--- config.mk ---
export PLATFORM = sky130hd
export DESIGN_NAME = code_transmitter
export DESIGN_NICKNAME = d
export VERILOG_FILES = /design/src/rtl/code_transmitter.sv
export SDC_FILE = /design/constraint.sdc
export NUM_CORES = 1
export LEC_CHECK = 0
export CORE_MARGIN = 8
export CORE_UTILIZATION = 60
export DETAILED_ROUTE_END_ITERATION = 8
export DONT_BUFFER_PORTS = 1
export PLACE_DENSITY = 0.85
export SYNTH_ARGS = -nofsm -noshare
export SYNTH_HDL_FRONTEND = slang
export SYNTH_SLANG_ARGS = --single-unit
--- constraint.sdc ---
create_clock -name Clk -period 3.2 [get_ports Clk]
set_clock_uncertainty 0.05 [all_clocks]
set_input_delay 0.32 -clock Clk [delete_from_list [all_inputs] [get_ports Clk]]
set_output_delay 0.32 -clock Clk [all_outputs]
set_load 0.01 [all_outputs]
--- src/rtl/code_transmitter.sv ---
// code_transmitter: sends a start pulse followed by four colour pulses taken
// from an 8-bit code (MSB element first). Each pulse pair is separated by a
// programmable number of all-zero gap cycles, and a done pulse closes the
// sequence. Requests that contain an invalid (00) element are rejected with
// a one-cycle Err flag. Every output is registered.
module code_transmitter #(
    parameter int GAP_W = 4
) (
    input  logic             Clk,
    input  logic             Rst,
    input  logic             Go,
    input  logic [7:0]       Code,
    input  logic [GAP_W-1:0] Gap,
    output logic             Start,
    output logic             Red,
    output logic             Green,
    output logic             Blue,
    output logic             Busy,
    output logic             Done,
    output logic             Err
);

    typedef enum logic [2:0] {
        S_Idle,
        S_Start,
        S_Gap,
        S_Color,
        S_Done
    } state_t;

    localparam logic [1:0] COL_RED   = 2'b01;
    localparam logic [1:0] COL_GREEN = 2'b10;
    localparam logic [1:0] COL_BLUE  = 2'b11;

    state_t           state, state_d;
    logic [1:0]       idx, idx_d;
    logic [GAP_W-1:0] cnt, cnt_d;
    logic [7:0]       code_q, code_d;
    logic [GAP_W-1:0] gap_q, gap_d;

    logic             start_d, red_d, green_d, blue_d;
    logic             busy_d, done_d, err_d;
    logic [1:0]       col_d;

    // Element i of a code word; element 0 sits in the top two bits.
    function automatic logic [1:0] elem(input logic [7:0] c, input logic [1:0] i);
        logic [1:0] e;
        case (i)
            2'd0:    e = c[7:6];
            2'd1:    e = c[5:4];
            2'd2:    e = c[3:2];
            default: e = c[1:0];
        endcase
        return e;
    endfunction

    // A code is transmittable only if none of its four elements is 00.
    function automatic logic code_ok(input logic [7:0] c);
        return (c[7:6] != 2'b00) && (c[5:4] != 2'b00) &&
               (c[3:2] != 2'b00) && (c[1:0] != 2'b00);
    endfunction

    // Next-state, sequencing counters and next-cycle output decode.
    always_comb begin
        state_d = state;
        idx_d   = idx;
        cnt_d   = cnt;
        code_d  = code_q;
        gap_d   = gap_q;
        err_d   = 1'b0;

        case (state)
            S_Idle: begin
                if (Go) begin
                    if (code_ok(Code)) begin
                        code_d  = Code;
                        gap_d   = Gap;
                        idx_d   = 2'd0;
                        state_d = S_Start;
                    end else begin
                        err_d = 1'b1;
                    end
                end
            end
            S_Start: begin
                if (gap_q != '0) begin
                    // Counter runs gap-1 down to 0, giving exactly gap cycles.
                    cnt_d   = gap_q - 1'b1;
                    state_d = S_Gap;
                end else begin
                    state_d = S_Color;
                end
            end
            S_Gap: begin
                if (cnt == '0) begin
                    state_d = S_Color;
                end else begin
                    cnt_d = cnt - 1'b1;
                end
            end
            S_Color: begin
                if (idx == 2'd3) begin
                    state_d = S_Done;
                end else begin
                    idx_d = idx + 2'd1;
                    if (gap_q != '0) begin
                        cnt_d   = gap_q - 1'b1;
                        state_d = S_Gap;
                    end else begin
                        state_d = S_Color;
                    end
                end
            end
            S_Done: begin
                state_d = S_Idle;
            end
            default: begin
                state_d = S_Idle;
            end
        endcase

        // Outputs are decoded from the state being entered so that they can
        // be registered and still line up with that state's cycle.
        col_d   = elem(code_d, idx_d);
        start_d = (state_d == S_Start);
        red_d   = (state_d == S_Color) && (col_d == COL_RED);
        green_d = (state_d == S_Color) && (col_d == COL_GREEN);
        blue_d  = (state_d == S_Color) && (col_d == COL_BLUE);
        busy_d  = (state_d != S_Idle);
        done_d  = (state_d == S_Done);
    end

    // Control state and registered outputs; reset aborts any sequence.
    always_ff @(posedge Clk) begin
        if (Rst) begin
            state <= S_Idle;
            idx   <= 2'd0;
            cnt   <= '0;
            Start <= 1'b0;
            Red   <= 1'b0;
            Green <= 1'b0;
            Blue  <= 1'b0;
            Busy  <= 1'b0;
            Done  <= 1'b0;
            Err   <= 1'b0;
        end else begin
            state <= state_d;
            idx   <= idx_d;
            cnt   <= cnt_d;
            Start <= start_d;
            Red   <= red_d;
            Green <= green_d;
            Blue  <= blue_d;
            Busy  <= busy_d;
            Done  <= done_d;
            Err   <= err_d;
        end
    end

    // Latched code and gap; they only change when a request is accepted.
    always_ff @(posedge Clk) begin
        code_q <= code_d;
        gap_q  <= gap_d;
    end

endmodule

---- Word level (Yosys, flattened, before mapping) ----
Cells that the tools add are included.
storage, ports and cells
  input port bits ......................... 15
  logic and storage cells ................. 69
  register bits ........................... 28
  output and inout bits ................... 7
operators by class
  add/sub/neg operators ................... 3
  reductions and logical operators ........ 19
  bitwise logic cells ..................... 2
  mux-type cells .......................... 19
  eq/ne operators ......................... 14
operator list
  operator                                                            count
  8-bit two-way mux                                                   3
  3-bit two-way mux                                                   4
  4-bit two-way mux                                                   3
  3-bit one-hot mux with 4 select lines                               1
  4-bit one-hot mux with 3 select lines                               1
  3-bit by 2-bit == test with 1-bit output, second input constant     3
  2-bit == test, second input constant                                4
  2-bit nonzero test                                                  4
  4-bit by 1-bit subtractor with 4-bit output, second input constant  2
  3-bit by 1-bit == test with 1-bit output, second input constant     2
  1-bit logical AND                                                   6
  2-bit two-way mux                                                   3
  2-bit one-hot mux with 3 select lines                               1
  3-bit AND reduction                                                 2
  3-bit nonzero test                                                  2
  2-bit by 1-bit == test with 1-bit output, second input constant     2
  4-bit zero test                                                     1
  2-bit != test, second input constant                                2
  2-bit one-hot mux with 2 select lines                               1
  4-bit nonzero test                                                  1
  3-bit == test, second input constant                                1
  3-bit zero test                                                     1
  3-bit OR reduction                                                  1
  2-bit by 1-bit adder with 2-bit output, second input constant       1
  3 further kinds                                                     5

---- Logic depth before layout (Yosys ltp) ----
Gate-level depths: netlist (run 1).
  depth after elaboration ................. 11
  mapped depth ............................ 7
  gate-level depth less buffers ........... 6

---- Worst setup path before layout (run 1) ----
Ideal clock, no wire load.
  path kind ............................... register to register
  start ................................... register state[2]
  end ..................................... register Blue
  cell stages (with the launch flop) ...... 8
  data arrival time ....................... 2207 ps
  data required time ...................... 3007 ps
  path buffers ............................ 2
  slack ................................... 800 ps
  period minus slack after synthesis ...... 2400 ps
  library setup time ...................... 143 ps
  cell sequence ........................... dfxtp_1 -> buf_6 -> or4b_4 -> or3_4 -> buf_6 -> mux2_4 -> a221oi_1 -> nor4_1
between the ends
  cells in the longest elaborated chain, start to end .. 6
  elaborated cells between the ends (all ways) .. 17
  classes of those cells .................. 7 x eq/ne; 7 x mux; 3 x reduce/logical
RTL lines
  item                                                                         RTL line  source
  start, declared                                                              35        state_t state, state_d;
  start signal, assigned                                                       136       state <= S_Idle;
  start signal, assigned                                                       147       state <= state_d;
  3-bit by 2-bit == test with 1-bit output or 3-bit zero test (tied branches)  72        case (state)
  2-bit one-hot mux with 2 select lines                                        72
  2-bit == test (tied with other cells)                                        48        case (i)
  2-bit one-hot mux with 3 select lines                                        48
  2-bit == test                                                                128       blue_d = (state_d == S_Color) && (col_d == COL_BLUE);
  1-bit logical AND *                                                          128
  end signal, assigned                                                         153       Blue <= blue_d;
  end, declared                                                                17        output logic Blue,
Mark *: on every way between the ends. The rest lies on a longest branch, timed or not.
A chain may end at the register's enable or synchronous reset.

---- Worst setup path in the final report (run 1) ----
Ends and elaborated chain as after synthesis.

==> results of run 1 <==
==> cell type report <==
class	count	area (um^2)	share of cell area
Multi-Input combinational cell	85	641	0.476
Sequential cell	28	601	0.447
Tap cell	28	35.0	0.0260
Clock buffer	4	36.3	0.0270
Inverter	4	15.0	0.0112
Timing Repair Buffer	2	17.5	0.0130
==> per-stage QoR <==
step	instances	util	area [um^2]	hold slack (ns)	worst slack (ns)
floorplan	123	-	1290	0.362	0.800
global placement	146	0.611	1300	0.342	0.763
finish	151	0.632	1350	0.0178	0.566
detailed placement	146	0.611	1300	0.343	0.638
global route	151	0.632	1350	0.00414	0.339
CTS	151	0.632	1350	0.00647	0.614
==> per-layer routing <==
metal  GRT usage  up-vias
met5           0        -
met4      0.0541        0
met3      0.0376       13
met2       0.210       48
met1       0.166      455
li1            -      473
==> synthesized netlist by cell type (3+ instances only) <==
master / number / share of area
nor4_1: 4 / 0.019
nor3_1: 4 / 0.015
a31oi_1: 3 / 0.014
nand2_1: 7 / 0.020
nand3_1: 4 / 0.015
nor2_1: 5 / 0.014
inv_1: 4 / 0.012
nand2b_1: 3 / 0.014
o21ai_0: 5 / 0.019
a21oi_1: 6 / 0.023
mux2_2: 8 / 0.070
dfxtp_1: 24 / 0.37
mux2i_1: 4 / 0.031
edfxtp_1: 4 / 0.093
clkbuf_1: 3 / 0.0087
==> power by group through the flow <==
| stage | registers, mW | clock network (mW) | logic [mW] |
|---|---|---|---|
| 2_1_floorplan | 0.428 | 0 | 0.109 |
| 3_3_place_gp | 0.435 | 0 | 0.117 |
| 3_5_place_dp | 0.438 | 0 | 0.120 |
| 4_1_cts | 0.430 | 0.176 | 0.124 |
| 5_1_grt | 0.434 | 0.185 | 0.137 |
| 6_report | 0.429 | 0.169 | 0.125 |
==> layout by cell type, fill, tap and decap left out, types with 2 or more instances in the layout <==
cell      instances
a31oi_1           3
a221oi_1          2
nand2_1           7
nor3_1            4
a21oi_1           6
nand2b_1          3
nor4_1            4
mux2_2            8
o22ai_1           2
nand3_1           4
dfxtp_1          24
inv_1             4
mux2i_1           4
edfxtp_1          4
a211oi_1          2
nor2_1            5
clkbuf_4          3
o21ai_0           5
nand4b_1          2
==> state kept, by name (all words and copies together), names as in the netlist, 2 cells and up <==
name    cells
code_q      8
cnt         4
gap_q       4
state       3
idx         2
==> critical path: stages (launching register included) <==
cell	delay (ns)
dfxtp_1	0.41
or4b_4	0.59
o311ai_0	0.64
a21oi_1	0.18
a221oi_1	0.51
nor4_1	0.13
==> kinds of logic (layout without fill, tap and decap cells) <==
| family | after synthesis | after routing | synth area share |
|---|---|---|---|
| multiplexers | 13 | 13 | 0.112 |
| flip-flops | 28 | 28 | 0.464 |
| adder cells (fa/ha/maj) | 1 | 1 | 0.00966 |
| AO/OA/AOI/OAI | 28 | 28 | 0.163 |
| buffers and inverters | 10 | 10 | 0.0415 |
| AND/OR/NAND/NOR | 43 | 43 | 0.210 |
==> worst min path at each step <==
stage,end,cells after the start,slack [ns]
2_1_floorplan,state[1],1,0.36
3_3_place_gp,cnt[2],1,0.34
3_5_place_dp,cnt[3],1,0.34
4_1_cts,Done,1,0.006
5_1_grt,state[0],1,0.004
6_report,state[1],1,0.02
==> results.txt, run 1 <==
Die Ht - 62.5 um
Worst-Skew Late Latency - 0.33 ns
Worst VDD drop - 363 uV
yosys warns - 0
DIE AREA - 3900 um^2
Fill cells - 171
RSZ-0062 raised after global routing - false
antenna cells - 0
Worst-path clk slew - 0.15 ns
clk root buf - clkbuf_4
crit end category - register
Mapped Area - 1290 um^2
PnR Total Power - 0.723 mW
setup repair bufs after CTS - 0
cts repair resizes - 0
Initial Util - 0.609
Pint - 0.536 mW
Avg Inst Size Synth - 10.5 um^2
Worst Tran Pin Value - 0.850 ns
clk sink count - 28
Critical Path End - Blue
Avg Vias per Cell - 6.55
Final Max Slew Viols - 0
total negative setup slack - 0 ns
number of synthesized register bits - 28
status - finished, final reports clean
post-layout minimum cycle time - 2.63 ns
via count of the first global-routing pass - 932
CTS tree - yes
sw frac - 0.259
P per Cell Area - 538 nW/um^2
final count of negative-setup-slack endpoints - 0
final hold vios - 0
Critical Path Source - state[2]
worst reg-to-reg setup slack - 0.57 ns
Post-synth EDFFs - 4
relative slew slack - 0.434
routed wire length - 2.58 mm
worst reg2reg path depth - 5
Worst setup SP type - register
CORE AREA - 2130 um^2
Critical Path Fanout Max - 9
met2 WL - 1.17 mm
I/O pin total - 22
Sequential Power Share - 0.594
first-pass GRT wire length - 4.33 mm
highest routed layer - met4
via count - 989
Port Buffers - 0
Rows - 17
leakage - 0.454 nW
Clock power frac - 0.234
Detailed Route Iter0 Violations - 36
Antenna Nets Post-Route - 0
share of cells above drive strength 1 - 0.187
sequential-to-total area share from yosys stat - 0.464
Detailed Place HPWL - 1.92 mm
DRC - 0
clock tree buffer depth - 2
Fmax - 380 MHz
switching pwr - 0.187 mW
Met1 Wirelength - 1.12 mm
gr usage total - 0.133
Post-layout nets - 140
Synth async-reset ratio - 0
First-pass DRT Iterations - 4
Tcrit/Tclk final - 0.823
Hold Crit Start - Rst
main flop type after synthesis - dfxtp_1
Max-Cap Viols - 0
CP required - 3.35 ns
FF-to-FF End - Blue
met3 WL - 222 um
cts hold-fix bufs - 1
CP Class - reg -> reg
reg2reg start - state[2]
grt total ovfl - 0
Cell variety after synth - 45
total CTS buffers - 3
HP Class - in -> reg
largest net degree at the start of global routing - 16
initial antenna violation count - 0
combinational power share - 0.172
WL per Instance - 17.1 um
syn nets - 139
Max H-tree Level - 1
gp weighted congestion - 0.943
Die X - 62.5 um
critical path arrival - 2.78 ns
synthesized instance count - 123
synth-to-layout area growth - 3.86%
Note: power is estimated with default switching activity, not from simulation.
==> run 2, diff against run 1 <==
--- a/config.mk
+++ b/config.mk
@@ -5,11 +5,12 @@
 export SDC_FILE = /design/constraint.sdc
 export NUM_CORES = 1
 export LEC_CHECK = 0
+export CORE_ASPECT_RATIO = 0.6
 export CORE_MARGIN = 8
-export CORE_UTILIZATION = 60
+export CORE_UTILIZATION = 55
 export DETAILED_ROUTE_END_ITERATION = 8
 export DONT_BUFFER_PORTS = 1
-export PLACE_DENSITY = 0.85
+export PLACE_DENSITY = 0.82
 export SYNTH_ARGS = -nofsm -noshare
 export SYNTH_HDL_FRONTEND = slang
 export SYNTH_SLANG_ARGS = --single-unit
==> constraint.sdc (replaced) <==
create_clock -name Clk -period 2.3 [get_ports Clk]
set_clock_uncertainty 0.05 [all_clocks]
set_input_delay 0.23 -clock Clk [delete_from_list [all_inputs] [get_ports Clk]]
set_output_delay 0.23 -clock Clk [all_outputs]
set_load 0.01 [all_outputs]
==> run 2 against run 1 <==
Cell area up 13%. Flip-flop and latch count unchanged. Wire length up 8.4%. Via count up 6.0%. Hold slack better by 0.028 ns. Clock power up 59%. Largest power group unchanged.
==> results.txt, run 2 (synthesis results as in run 1) <==
status - finished, final reports clean
Post-layout nets - 154
Worst-path clk slew - 0.09 ns
clk sink count - 28
initial antenna violation count - 0
leakage - 0.528 nW
Port Buffers - 0
antenna cells - 0
final count of negative-setup-slack endpoints - 0
Rows - 13
P per Cell Area - 719 nW/um^2
Initial Util - 0.590
Fmax - 442 MHz
final hold vios - 0
Critical Path Fanout Max - 6
Largest register FFs - 8
Detailed Place HPWL - 2.09 mm
total CTS buffers - 3
Worst-Skew Late Latency - 0.27 ns
sw frac - 0.265
Final Max Slew Viols - 0
final non-filler cell total - 167
Fill cells - 160
RSZ-0062 raised after global routing - true
Die X - 78.6 um
WL per Instance - 16.7 um
Reg area - 601 um^2
CORE AREA - 2200 um^2
Worst VDD drop - 465 uV
clock tree buffer depth - 2
clk root buf - clkbuf_8
I/O pin total - 22
gp weighted congestion - 0.888
critical path arrival - 2.37 ns
CP Class - reg -> reg
switching pwr - 0.288 mW
Tcrit/Tclk final - 0.983
crit end category - register
post-layout minimum cycle time - 2.26 ns
Sequential Power Share - 0.549
CP peak stage delay - 0.58 ns
Antenna Nets Post-Route - 0
largest net degree at the start of global routing - 16
combinational power share - 0.204
commonest non-fill, non-tap cells in the layout - 24 x dfxtp_1, 10 x buf_4, 8 x mux2_2
Top Registers - code_q (8), cnt (4), gap_q (4)
largest register by flop count - code_q
CP required - 2.41 ns
share of cells above drive strength 1 - 0.263
relative slew slack - 0.541
grt total ovfl - 0
CTS tree - yes
# placed instances - 156
Detailed Route Iter0 Violations - 78
multi-input logic area - 692 um^2
Max H-tree Level - 1
Post-Route Utilization - 0.690
DRC - 0
First-pass DRT Iterations - 4
Worst Tran Pin Value - 0.682 ns
Worst setup SP type - register
most common cell after layout, fill and taps aside - dfxtp_1
worst-path cell chain - or4b_4, or4_4, a221oi_2, o31ai_4, nor4b_4
DIE AREA - 4210 um^2
routed wire length - 2.80 mm
worst-path cell with the longest stage delay - or4b_4
Die Ht - 53.6 um
synth-to-layout area growth - 17.0%
Pint - 0.801 mW
first-pass GRT wire length - 4.51 mm
Clock power frac - 0.246
via count of the first global-routing pass - 950
HP Class - in -> reg
gr usage total - 0.138
Max-Cap Viols - 0
via count - 1048
Avg Vias per Cell - 6.28
==> run 2: final timing paths <==
kind / startpoint / to / slack, ns / cells after the start
min: Code[2] / code_q[2] / 0.05 / 1
max reg2reg: state[2] / Green / 0.04 / 5
max: state[2] / Green / 0.04 / 5
min reg2reg: code_q[6] / code_q[6] / 0.43 / 1
==> run 2: cell type report <==
class                      count  share of cell area
clock buffer                   4              0.0297
inverter                       4             0.00991
multi-input combinational     86               0.457
sequential                    28               0.396
tap                           30              0.0248
timing repair buffer          15              0.0826
==> run 2: critical path, delay by kind of cell (launching register included) <==
kind,cells,cell delay (ns)
flops,1,0.33
simple gates,3,1.28
compound gates,2,0.49
==> run 2: through the flow <==
| step | hold slack, ns | setup slack (ns) | TNS (ns) | power [mW] | cell area (um^2) |
|---|---|---|---|---|---|
| 5_1_grt | 0.0368 | -0.0471 | -0.101 | 1.14 | 1520 |
| 6_report | 0.0460 | 0.0384 | 0 | 1.09 | 1520 |
| 3_3_place_gp | 0.253 | 0.107 | 0 | 0.788 | 1370 |
| 3_5_place_dp | 0.254 | 0.0112 | 0 | 0.796 | 1370 |
| 4_1_cts | 0.0406 | 0.00129 | 0 | 1.08 | 1480 |
| 2_1_floorplan | 0.272 | -0.0126 | -0.0126 | 0.752 | 1300 |
==> run 2: power groups by stage <==
stage               sequential (mW)  combinational (mW)  clock, mW
CTS                           0.598               0.211      0.274
global route                  0.607               0.242      0.292
global placement              0.605               0.183          0
detailed placement            0.607               0.189          0
finish                        0.598               0.222      0.268
floorplan                     0.596               0.156          0
==> run 2: what timing repair did <==
| item | CTS | global route |
|---|---|---|
| pin swaps | 0 | 2 |
| setup endpoints to repair | 1 | 3 |
| gates resized for setup | 2 | 3 |
| hold buffers | 5 | 0 |
| buffers inserted | 0 | 1 |
| gates cloned | 0 | 1 |
| hold endpoints to repair | 15 | 0 |
==> run 2: routing by layer <==
| metal | part of all wire | vias to the layer above | GRT usage | wire length (um) |
|---|---|---|---|---|
| li1 | - | 500 | - | - |
| met1 | 0.49 | 479 | 0.180 | 1380 |
| met2 | 0.40 | 65 | 0.205 | 1130 |
| met3 | 0.096 | 4 | 0.0631 | 269 |
| met4 | 0.0075 | 0 | 0.0366 | 21 |
| met5 | 0 | - | 0 | 0 |
==> run 3, diff against run 2 <==
--- a/config.mk
+++ b/config.mk
@@ -8,8 +8,10 @@
 export CORE_ASPECT_RATIO = 0.6
 export CORE_MARGIN = 8
 export CORE_UTILIZATION = 55
+export CTS_BUF_LIST = sky130_fd_sc_hd__clkbuf_16
 export DETAILED_ROUTE_END_ITERATION = 8
 export DONT_BUFFER_PORTS = 1
+export MAX_ROUTING_LAYER = met4
 export PLACE_DENSITY = 0.82
 export SYNTH_ARGS = -nofsm -noshare
 export SYNTH_HDL_FRONTEND = slang
==> run 3 against run 2 <==
Via count fell by 1.3%. Sequential power barely moved. Maximum frequency fell by 0.32%. Highest routed layer unchanged. Clock-buffer cell count fell by 1. Register-to-register slack barely moved. Hold slack got worse by 0.042 ns. Sequential share of layout area rose by 0.16 points. Core utilization fell by 0.28 points. Critical endpoint unchanged. Power rose by 10%. Cell area fell by 0.41%.
==> results.txt, run 3 (synthesis results as in run 1) <==
Sequential Power Share - 0.499
clk sink count - 28
Die Ht - 53.6 um
Initial Util - 0.590
Clock power frac - 0.320
CP Class - reg -> reg
clk root buf - clkbuf_16
gp weighted congestion - 0.903
Detailed Route Iter0 Violations - 62
via count - 1034
critical path arrival - 2.36 ns
status - finished, final reports clean
grt total ovfl - 0
Antenna Nets Post-Route - 0
relative slew slack - 0.559
initial antenna violation count - 0
Worst-Skew Late Latency - 0.26 ns
Reg area - 601 um^2
CTS tree - yes
CP required - 2.39 ns
largest net degree at the start of global routing - 16
Final Max Slew Viols - 0
Die X - 78.6 um
Fmax - 441 MHz
hold slack - 0.00425 ns
Critical path buffers and inverters - 0
worst-path cell chain - or4b_4, or4_4, a221oi_2, o31ai_4, nor4b_4
Max H-tree Level - 1
DIE AREA - 4210 um^2
worst-path cell with the longest stage delay - or4b_4
worst reg-to-reg setup slack - 0.03 ns
worst reg2reg path depth - 5
FF-to-FF End - Green
gr usage total - 0.141
Worst-path clk slew - 0.06 ns
leakage - 0.530 nW
clock tree buffer depth - 2
commonest non-fill, non-tap cells in the layout - 24 x dfxtp_1, 10 x buf_4, 8 x mux2_2
DRC - 0
Avg Vias per Cell - 6.34
WL per Instance - 17.8 um
final count of negative-setup-slack endpoints - 0
reg2reg start - state[2]
post-layout minimum cycle time - 2.27 ns
Worst VDD drop - 531 uV
Port Buffers - 0
First-pass DRT Iterations - 4
PnR worst setup slack - 0.0310 ns
crit end category - register
multi-input logic area - 692 um^2
Tcrit/Tclk final - 0.987
CP peak stage delay - 0.58 ns
Max-Cap Viols - 0
most common cell after layout, fill and taps aside - dfxtp_1
global routing usage on met1 - 0.182
CORE AREA - 2200 um^2
largest register by flop count - code_q
antenna cells - 0
Post-layout nets - 150
via count of the first global-routing pass - 920
sw frac - 0.247
share of cells above drive strength 1 - 0.271
Largest register FFs - 8
RSZ-0062 raised after global routing - true
switching pwr - 0.297 mW
Critical Path End - Green
HP Class - in -> reg
total CTS buffers - 3
final hold vios - 0
P per Cell Area - 797 nW/um^2
critical path depth - 5
Fill cells - 163
Rows - 13
busiest metal layer after global routing - met2
Post-Route Utilization - 0.687
Top delay family on crit path - simple AND/OR/NAND/NOR gates
Worst setup SP type - register
Critical Path Fanout Max - 6
Setup WS pre-CTS - 0.0112 ns
Pint - 0.905 mW
Critical Path Source - state[2]
first-pass GRT wire length - 4.42 mm
Detailed Place HPWL - 2.09 mm
combinational power share - 0.182
M3 GR Usage - 0.0565
synth-to-layout area growth - 16.5%
I/O pin total - 22
Top Registers - code_q (8), cnt (4), gap_q (4)
Worst Tran Pin Value - 0.656 ns
met2 usage - 0.197
routed wire length - 2.91 mm
-- run 3: cell count changes in the layout (fill, tap and decap cells not counted) --
cell	previous run	this run
dlygate4sd3_1	5	1
clkbuf_16	0	3
clkbuf_8	3	0
clkbuf_1	1	0
inv_1	4	5
-- run 3: worst min-delay path by stage --
stage | startpoint | endpoint | slack (ns) | cells past startpoint
final | Rst | state[1] | 0.004 | 1
after global routing | Gap[0] | gap_q[0] | 0.003 | 0
after CTS | Rst | state[1] | 0.002 | 1
after detailed placement | Rst | idx[0] | 0.25 | 1
after global placement | Rst | cnt[3] | 0.25 | 1
after floorplan | Rst | state[1] | 0.27 | 1
-- run 3: layout make-up --
type                            instances  area share
Multi-Input combinational cell         86       0.459
Sequential cell                        28       0.398
Timing Repair Buffer                   11      0.0564
Clock buffer                            3      0.0498
Tap cell                               30      0.0249
Inverter                                4     0.00995
Clock inverter                          1     0.00249
-- run 3: layer usage --
layer | wire (um) | up-vias
li1 | - | 497
met1 | 1450 | 485
met2 | 1180 | 48
met3 | 246 | 4
met4 | 24 | 0
met5 | 0 | -
-- run 3: power by group through the flow --
stage / clock network (mW) / logic (mW) / registers, mW
finish: 0.384 / 0.219 / 0.599
global route: 0.408 / 0.238 / 0.608
CTS: 0.397 / 0.205 / 0.599
detailed placement: 0 / 0.189 / 0.607
global placement: 0 / 0.183 / 0.605
floorplan: 0 / 0.156 / 0.596
-- run 3: what timing repair did --
item	in CTS	in global routing
resized for setup	2	3
buffers inserted	0	1
pin swaps	0	2
cloned	0	1
endpoints found under the hold margin	8	0
hold buffers	1	0
setup endpoints to repair	1	3
-- run 3: metrics by stage --
stage	power, mW	cell area (um^2)	cells	TNS [ns]
2_1_floorplan	0.752	1300	123	-0.0126
3_3_place_gp	0.788	1370	156	0
4_1_cts	1.20	1480	161	0
5_1_grt	1.25	1510	163	-0.0831
3_5_place_dp	0.796	1370	156	0
6_report	1.20	1510	163	0
-- run 3: worst register-to-register path, cell delays in order (launching register included) --
cell,delay (ns)
dfxtp_1,0.32
or4b_4,0.58
or4_4,0.55
a221oi_2,0.37
o31ai_4,0.14
nor4b_4,0.15
